$ cat config.mk
export PLATFORM = sky130hd
export DESIGN_NAME = fetch_unit
export DESIGN_NICKNAME = d
export VERILOG_FILES = /design/src/rtl/fetch_pkg.sv /design/src/rtl/fetch_fifo.sv /design/src/rtl/fetch_unit.sv
export SDC_FILE = /design/constraint.sdc
export NUM_CORES = 1
export LEC_CHECK = 0
export BUFFER_PORTS_ARGS = -buffer_cell sky130_fd_sc_hd__buf_4
export CAP_MARGIN = 20
export CORE_MARGIN = 3
export CORE_UTILIZATION = 57
export CTS_BUF_LIST = sky130_fd_sc_hd__clkbuf_4
export CTS_CLUSTER_DIAMETER = 100
export DETAILED_ROUTE_END_ITERATION = 12
export PLACE_DENSITY = 0.92
export SLEW_MARGIN = 20
export SYNTH_ARGS = -nofsm -noshare
export SYNTH_HDL_FRONTEND = slang
export SYNTH_SLANG_ARGS = --single-unit
$ cat constraint.sdc
create_clock -name CLOCK_50 -period 5.7 [get_ports CLOCK_50]
set_input_delay 1.14 -clock CLOCK_50 [delete_from_list [all_inputs] [get_ports CLOCK_50]]
set_output_delay 1.14 -clock CLOCK_50 [all_outputs]
set_load 0.01 [all_outputs]
$ cat src/rtl/fetch_pkg.sv
// Shared types and constants for the instruction fetch front end.
package fetch_pkg;
   localparam int WORD_W = 32;
   localparam logic [WORD_W-1:0] RESET_PC_DEFAULT = 32'h0000_0800;
   localparam logic [WORD_W-1:0] HALT_WORD        = 32'h0000_0000;

   typedef struct packed {
      logic [WORD_W-1:0] pc;
      logic [WORD_W-1:0] instr;
   } fetch_entry_t;
endpackage

$ cat src/rtl/fetch_fifo.sv
// Small in-order instruction buffer; head is read straight from the entry registers.
module fetch_fifo
   import fetch_pkg::*;
#(
   parameter  int DEPTH = 2,
   localparam int PTR_W = $clog2(DEPTH),
   localparam int CNT_W = $clog2(DEPTH + 1)
) (
   input  logic             clk,
   input  logic             rst,
   input  logic             push,
   input  logic             pop,
   input  logic             flush,
   input  fetch_entry_t     wrEntry,
   output logic [CNT_W-1:0] count,
   output fetch_entry_t     head
);
   fetch_entry_t     entries [DEPTH];
   logic [PTR_W-1:0] wrPtr, rdPtr;
   logic             doPush, doPop;

   assign doPop  = pop && (count != '0);
   assign doPush = push && ((count != CNT_W'(DEPTH)) || doPop);
   assign head   = entries[rdPtr];

   // DEPTH is a power of two, so pointers wrap naturally.
   always_ff @(posedge clk) begin
      if (rst) begin
         wrPtr <= '0;
         rdPtr <= '0;
         count <= '0;
         for (int i = 0; i < DEPTH; i++) entries[i] <= '0;
      end else if (flush) begin
         wrPtr <= '0;
         rdPtr <= '0;
         count <= '0;
      end else begin
         if (doPush) begin
            entries[wrPtr] <= wrEntry;
            wrPtr          <= wrPtr + 1'b1;
         end
         if (doPop) rdPtr <= rdPtr + 1'b1;
         case ({doPush, doPop})
            2'b10:   count <= count + 1'b1;
            2'b01:   count <= count - 1'b1;
            default: count <= count;
         endcase
      end
   end
endmodule

$ cat src/rtl/fetch_unit.sv
// Fetch front end: PC, halt detection, redirect/flush and the decode handshake.
module fetch_unit
   import fetch_pkg::*;
#(
   parameter logic [WORD_W-1:0] RESET_PC   = RESET_PC_DEFAULT,
   parameter int                FIFO_DEPTH = 2
) (
   input  logic              CLOCK_50,
   input  logic              RESET_InHigh,
   output logic [WORD_W-1:0] BusDirecciones,
   input  logic [WORD_W-1:0] BusDatos,
   input  logic              Redirect_Valid,
   input  logic [WORD_W-1:0] Redirect_Target,
   output logic              Instr_Valid,
   input  logic              Instr_Ready,
   output logic [WORD_W-1:0] Instr_Data,
   output logic [WORD_W-1:0] Instr_PC,
   output logic              Halted
);
   localparam int CNT_W = $clog2(FIFO_DEPTH + 1);

   logic [WORD_W-1:0] pc;
   logic              halted;
   logic              push, pop;
   logic [CNT_W-1:0]  count;
   fetch_entry_t      head, wrEntry;

   assign BusDirecciones = pc;
   assign Halted         = halted;
   assign Instr_Valid    = (count != '0);
   assign Instr_Data     = head.instr;
   assign Instr_PC       = head.pc;

   assign pop     = Instr_Valid && Instr_Ready;
   assign push    = !halted && !Redirect_Valid && ((count != CNT_W'(FIFO_DEPTH)) || pop);
   assign wrEntry = '{pc: pc, instr: BusDatos};

   // A captured halt word freezes the PC on its own address.
   always_ff @(posedge CLOCK_50) begin
      if (RESET_InHigh) begin
         pc     <= RESET_PC;
         halted <= 1'b0;
      end else if (Redirect_Valid) begin
         pc     <= Redirect_Target;
         halted <= 1'b0;
      end else if (push) begin
         if (BusDatos == HALT_WORD) halted <= 1'b1;
         else                       pc     <= pc + 1'b1;
      end
   end

   fetch_fifo #(.DEPTH(FIFO_DEPTH)) uFifo (
      .clk     (CLOCK_50),
      .rst     (RESET_InHigh),
      .push    (push),
      .pop     (pop),
      .flush   (Redirect_Valid),
      .wrEntry (wrEntry),
      .count   (count),
      .head    (head)
   );
endmodule

==> impl_metrics.env, run 1 <==
export IMPL_seq_area_frac_synth=0.586
export IMPL_fin_crit_sh=0.658
export IMPL_die_w_um=123
export IMPL_yosys_warnings=0
export IMPL_core_um2=13300
export IMPL_crit_fanout=37
export IMPL_max_cap_violations=0
export IMPL_cts_buffers=17
export IMPL_cts_htree_levels=4
export IMPL_clock_sinks=166
export IMPL_cp_end_kind="output port"
export IMPL_overflow=0
export IMPL_clkLatencyLatePin_ps=560
export IMPL_ff2ff_setup_slack_ps=3020
export IMPL_setup_tns_ps=0
export IMPL_synth_edff_count=128
export IMPL_timing_rr_start="uFifo.count[1]$_SDFFE_PP0P_"
export IMPL_reg2reg_depth=5
export IMPL_start_util=0.588
export IMPL_drt_wl_total_um=20100
export IMPL_ioPinCount=166
export IMPL_power_density_nw_per_um2=264
export IMPL_relSlewSlack=0.302
export IMPL_synth_nets=722
export IMPL_netlist_instances=652
export IMPL_power_w=0.00254
export IMPL_cts_root_buffer="clkbuf_4"
export IMPL_status="finished clean"
export IMPL_path_clk_slew_ps=120
export IMPL_grt_pass1_wl_um=30900
export IMPL_vdd_drop_max_mv=0.127
export IMPL_antenna_found_initial=0
export IMPL_cts_hold_buffers_added=0
export IMPL_holdWs_ps=570
export IMPL_final_cell_mix="buf_4 (171), edfxtp_1 (128), and2_1 (122)"
export IMPL_hold_path_class="reg2reg"
export IMPL_reg2reg_to="uFifo.entries[1][36]$_SDFFCE_PN0P_"
export IMPL_hold_path_depth=2
export IMPL_area_growth_pct=22.2
export IMPL_drc_errors=0
export IMPL_cts_repair_resized=0
export IMPL_vias=6077
export IMPL_syn_cell_area_um2=7860
export IMPL_final_cells=988
export IMPL_cts_max_path_buffers=2
export IMPL_drive_gt1_frac=0.351
export IMPL_ant_nets=0
export IMPL_hpwl_um=13800
export IMPL_hold_viol=0
export IMPL_worstHoldStart="uFifo.rdPtr$_SDFFE_PP0P_"
export IMPL_crit_type="reg2out"
export IMPL_synthFlopType="edfxtp_1"
export IMPL_fp_row_count=42
export IMPL_grtUsageTotal=0.266
export IMPL_viasPerCell=6.15
export IMPL_synth_seq_cells=166
export IMPL_start_kind="register"
export IMPL_io_buffer_count=165
export IMPL_tightest_slew_ps=1050
export IMPL_finalSetupViolCount=0
export IMPL_async_flop_share=0
export IMPL_grt_start_max_net_pins=65
export IMPL_rsz0062_at_grt="no"
export IMPL_antenna_cells=0
export IMPL_drv_slew=0
export IMPL_skew_ps=18.7
export IMPL_fmax_mhz=267
export IMPL_gp_congestion=0.914
export IMPL_p_leak_nw=3.72
export IMPL_cts_setup_buffers=0
export IMPL_yosysUniqueCellTypes=52
export IMPL_dp_cells=954
export IMPL_routedWlPerCell_um=20.3
export IMPL_dieArea_um2=15200
export IMPL_arrival_ps=2610
export IMPL_cts_tree="done"
export IMPL_period_minus_slack_ps=3750
export IMPL_drtPass1Iterations=5
export IMPL_grt_pass1_vias=5831
export IMPL_fp_dieH_um=123
export IMPL_worstPathRequired_ps=4560
export IMPL_syn_area_per_cell_um2=12.0
export IMPL_final_common_cell="buf_4"
export IMPL_finalNetCount=869
export IMPL_drt_initial_drc_count=663
## through the flow
stage,instance area [um^2],utilization,worst slack [ps]
3_5_place_dp,9210,0.690,1890
5_1_grt,9600,0.719,1800
4_1_cts,9550,0.716,1880
6_report,9600,0.719,1950
3_3_place_gp,9210,0.690,2020
2_1_floorplan,7860,-,438
## cell type report
type                            count  area, um^2
Sequential cell                   166        4610
Timing Repair Buffer              173        1320
Clock inverter                     14         208
Tap cell                          176         220
Inverter                           10        37.5
Fill cell                         923        3750
Clock buffer                       18         135
Multi-Input combinational cell    431        3070
## worst max path at each step
stage	end	cells past startpoint
2_1_floorplan	uFifo.entries[0][0]$_SDFFCE_PN0P_	4
3_3_place_gp	uFifo.entries[0][57]$_SDFFCE_PN0P_	5
3_5_place_dp	uFifo.entries[0][57]$_SDFFCE_PN0P_	5
4_1_cts	Instr_PC[5]	3
5_1_grt	Instr_PC[4]	3
6_report	Instr_PC[4]	3
## cell usage after synthesis (all sizes together), types with 4 or more instances
library cell,number,share of area
edfxtp,128,0.49
and2,124,0.099
mux2,64,0.092
clkbuf,43,0.021
dfxtp,38,0.097
nand2,33,0.016
nor2,22,0.011
nor4,17,0.014
a31oi,15,0.012
o211ai,14,0.013
nand3,13,0.0096
nand4,13,0.010
nor3,13,0.0089
or3,11,0.0096
or4,11,0.011
a21oi,10,0.0064
inv,10,0.0048
o311ai,9,0.010
a311oi,7,0.0078
and4,7,0.0078
a22oi,6,0.0057
xnor2,5,0.0056
o21bai,4,0.0038
## logic make-up (layout without fill, tap and decap cells)
logic type	count (synthesis)	after routing	synth area share
fa+ha+maj	2	2	0.00319
flops	166	166	0.586
compound gates	80	80	0.0747
mux	64	64	0.0917
simple gates	279	279	0.210
buf+inv	55	215	0.0271
xor+xnor	6	6	0.00669
## layer usage
layer  track usage  wire (um)
met1         0.373       8240
met2         0.409       9360
met3        0.0691       2060
met4        0.0851        425
met5             0          0
## sequential cells by signal (all words and copies together) (netlist names), named ones only
name / cells
BusDirecciones: 32
uFifo.rdPtr: 1
uFifo.entries: 128
uFifo.count: 2
uFifo.wrPtr: 1
Halted: 1
## where the power goes
part,internal [W],total [W],switching (W)
clock network,0.000393,0.000790,0.000397
logic,0.000158,0.000315,0.000157
registers,0.00138,0.00143,0.0000542
## worst max-delay path, stage by stage, from the launching register on
cell and delay [ps]:
dfxtp_2 940, buf_4 500, mux2_2 420, buf_4 150
No activity file was read; power rests on OpenSTA's default activity.
==> inputs of run 2 (changes only) <==
==> constraint.sdc (replaced) <==
create_clock -name CLOCK_50 -period 3.7 [get_ports CLOCK_50]
set_input_delay 0.74 -clock CLOCK_50 [delete_from_list [all_inputs] [get_ports CLOCK_50]]
set_output_delay 0.74 -clock CLOCK_50 [all_outputs]
set_load 0.01 [all_outputs]
==> run 2 against run 1 <==
Combinational power is 56% higher. Critical endpoint is now Instr_PC[5]. Register-to-register slack worse by 1900 ps. Critical path type unchanged. Power is 45% higher.
==> impl_metrics.env, run 2 (synthesized netlist as in run 1, its figures left out) <==
export IMPL_cts_root_buffer="clkbuf_4"
export IMPL_final_cells=987
export IMPL_period_minus_slack_ps=2940
export IMPL_dieArea_um2=15200
export IMPL_finalSetupViolCount=0
export IMPL_hold_path_class="in2reg"
export IMPL_fmax_mhz=340
export IMPL_tightest_slew_ps=942
export IMPL_arrival_ps=2200
export IMPL_status="finished clean"
export IMPL_ioPinCount=166
export IMPL_cts_buffers=17
export IMPL_path_clk_slew_ps=130
export IMPL_largest_reg_flops=128
export IMPL_hold_viol=0
export IMPL_cts_repair_resized=0
export IMPL_grt_busiest_layer="met2"
export IMPL_cts_max_path_buffers=2
export IMPL_finalNetCount=871
export IMPL_ant_nets=0
export IMPL_rsz0062_at_grt="no"
export IMPL_p_leak_nw=3.70
export IMPL_gp_congestion=0.904
export IMPL_grt_util_met3=0.0627
export IMPL_power_density_nw_per_um2=385
export IMPL_core_um2=13300
export IMPL_vdd_drop_max_mv=0.165
export IMPL_start_util=0.588
export IMPL_vias=6050
export IMPL_cp_end_kind="output port"
export IMPL_clkLatencyLatePin_ps=560
export IMPL_worstPathRequired_ps=2960
export IMPL_drive_gt1_frac=0.345
export IMPL_fp_row_count=42
export IMPL_hpwl_um=14000
export IMPL_fin_crit_sh=0.795
export IMPL_use_met1=0.371
export IMPL_relSlewSlack=0.371
export IMPL_drv_slew=0
export IMPL_max_cap_violations=0
export IMPL_clock_sinks=166
export IMPL_dp_cells=958
export IMPL_cts_hold_buffers_added=0
export IMPL_setup_tns_ps=0
export IMPL_start_kind="register"
export IMPL_grtUsageTotal=0.267
export IMPL_crit_fanout=21
export IMPL_drc_errors=0
export IMPL_antenna_found_initial=0
export IMPL_cts_setup_buffers=0
export IMPL_area_growth_pct=21.2
export IMPL_final_common_cell="buf_4"
export IMPL_cts_htree_levels=4
export IMPL_io_buffer_count=165
export IMPL_drt_wl_total_um=20200
export IMPL_die_w_um=123
export IMPL_crit_type="reg2out"
export IMPL_final_cell_mix="buf_4 (172), edfxtp_1 (128), and2_1 (122)"
export IMPL_grtUsageMet2=0.411
export IMPL_fp_dieH_um=123
export IMPL_viasPerCell=6.13
export IMPL_grt_start_max_net_pins=65
export IMPL_drtPass1Iterations=6
export IMPL_fillCellCount=939
export IMPL_grt_pass1_vias=5868
export IMPL_top_register="uFifo.entries"
export IMPL_cts_tree="done"
export IMPL_grt_pass1_wl_um=31000
export IMPL_skew_ps=23.6
export IMPL_drt_initial_drc_count=920
export IMPL_antenna_cells=0
export IMPL_routedWlPerCell_um=20.5
export IMPL_overflow=0
[run 2: per-layer routing]
layer	wire (um)	up-vias	part of all wire
met5	0	-	0
met4	454	0	0.022
met3	2330	53	0.12
met2	9420	398	0.47
met1	8000	2851	0.40
li1	-	2748	-
[run 2: worst paths after layout]
kind                             startpoint  slack (ps)  depth (start not counted)                         endpoint
min reg2reg        uFifo.rdPtr$_SDFFE_PP0P_         570                          2                         register
max                                register         760                          3                      Instr_PC[5]
max reg2reg  BusDirecciones[0]$_SDFFE_PP0P_        1080                          6  BusDirecciones[18]$_SDFFE_PP0P_
min                     Redirect_Target[24]         420                          3  BusDirecciones[24]$_SDFFE_PP0P_
[run 2: cell type report]
cell class / instances / area (um^2) / share of cell area
multi-input combinational: 431 / 3060 / 0.322
clock inverter: 8 / 85.1 / 0.00894
sequential: 166 / 4610 / 0.484
timing repair buffer: 175 / 1350 / 0.142
tap: 176 / 220 / 0.0231
clock buffer: 21 / 158 / 0.0166
inverter: 10 / 37.5 / 0.00394
[run 2: power breakdown]
group	switching, W	internal, W
Sequential	0.0000820	0.00212
Combinational	0.000245	0.000245
Clock	0.000566	0.000409
[run 2: metrics by stage]
stage,hold slack [ps],utilization,total power (W),instance area [um^2],setup slack (ps)
6_report,423,0.713,0.00367,9520,760
3_5_place_dp,539,0.695,0.00274,9280,970
4_1_cts,399,0.713,0.00368,9520,705
5_1_grt,432,0.713,0.00381,9520,652
2_1_floorplan,520,-,0.00245,7860,207
3_3_place_gp,534,0.695,0.00271,9280,948
[run 2: critical path, cell delays in order, from the launching register on]
cell and delay, ps:
dfxtp_2 710, buf_4 370, mux2_2 400, buf_4 150
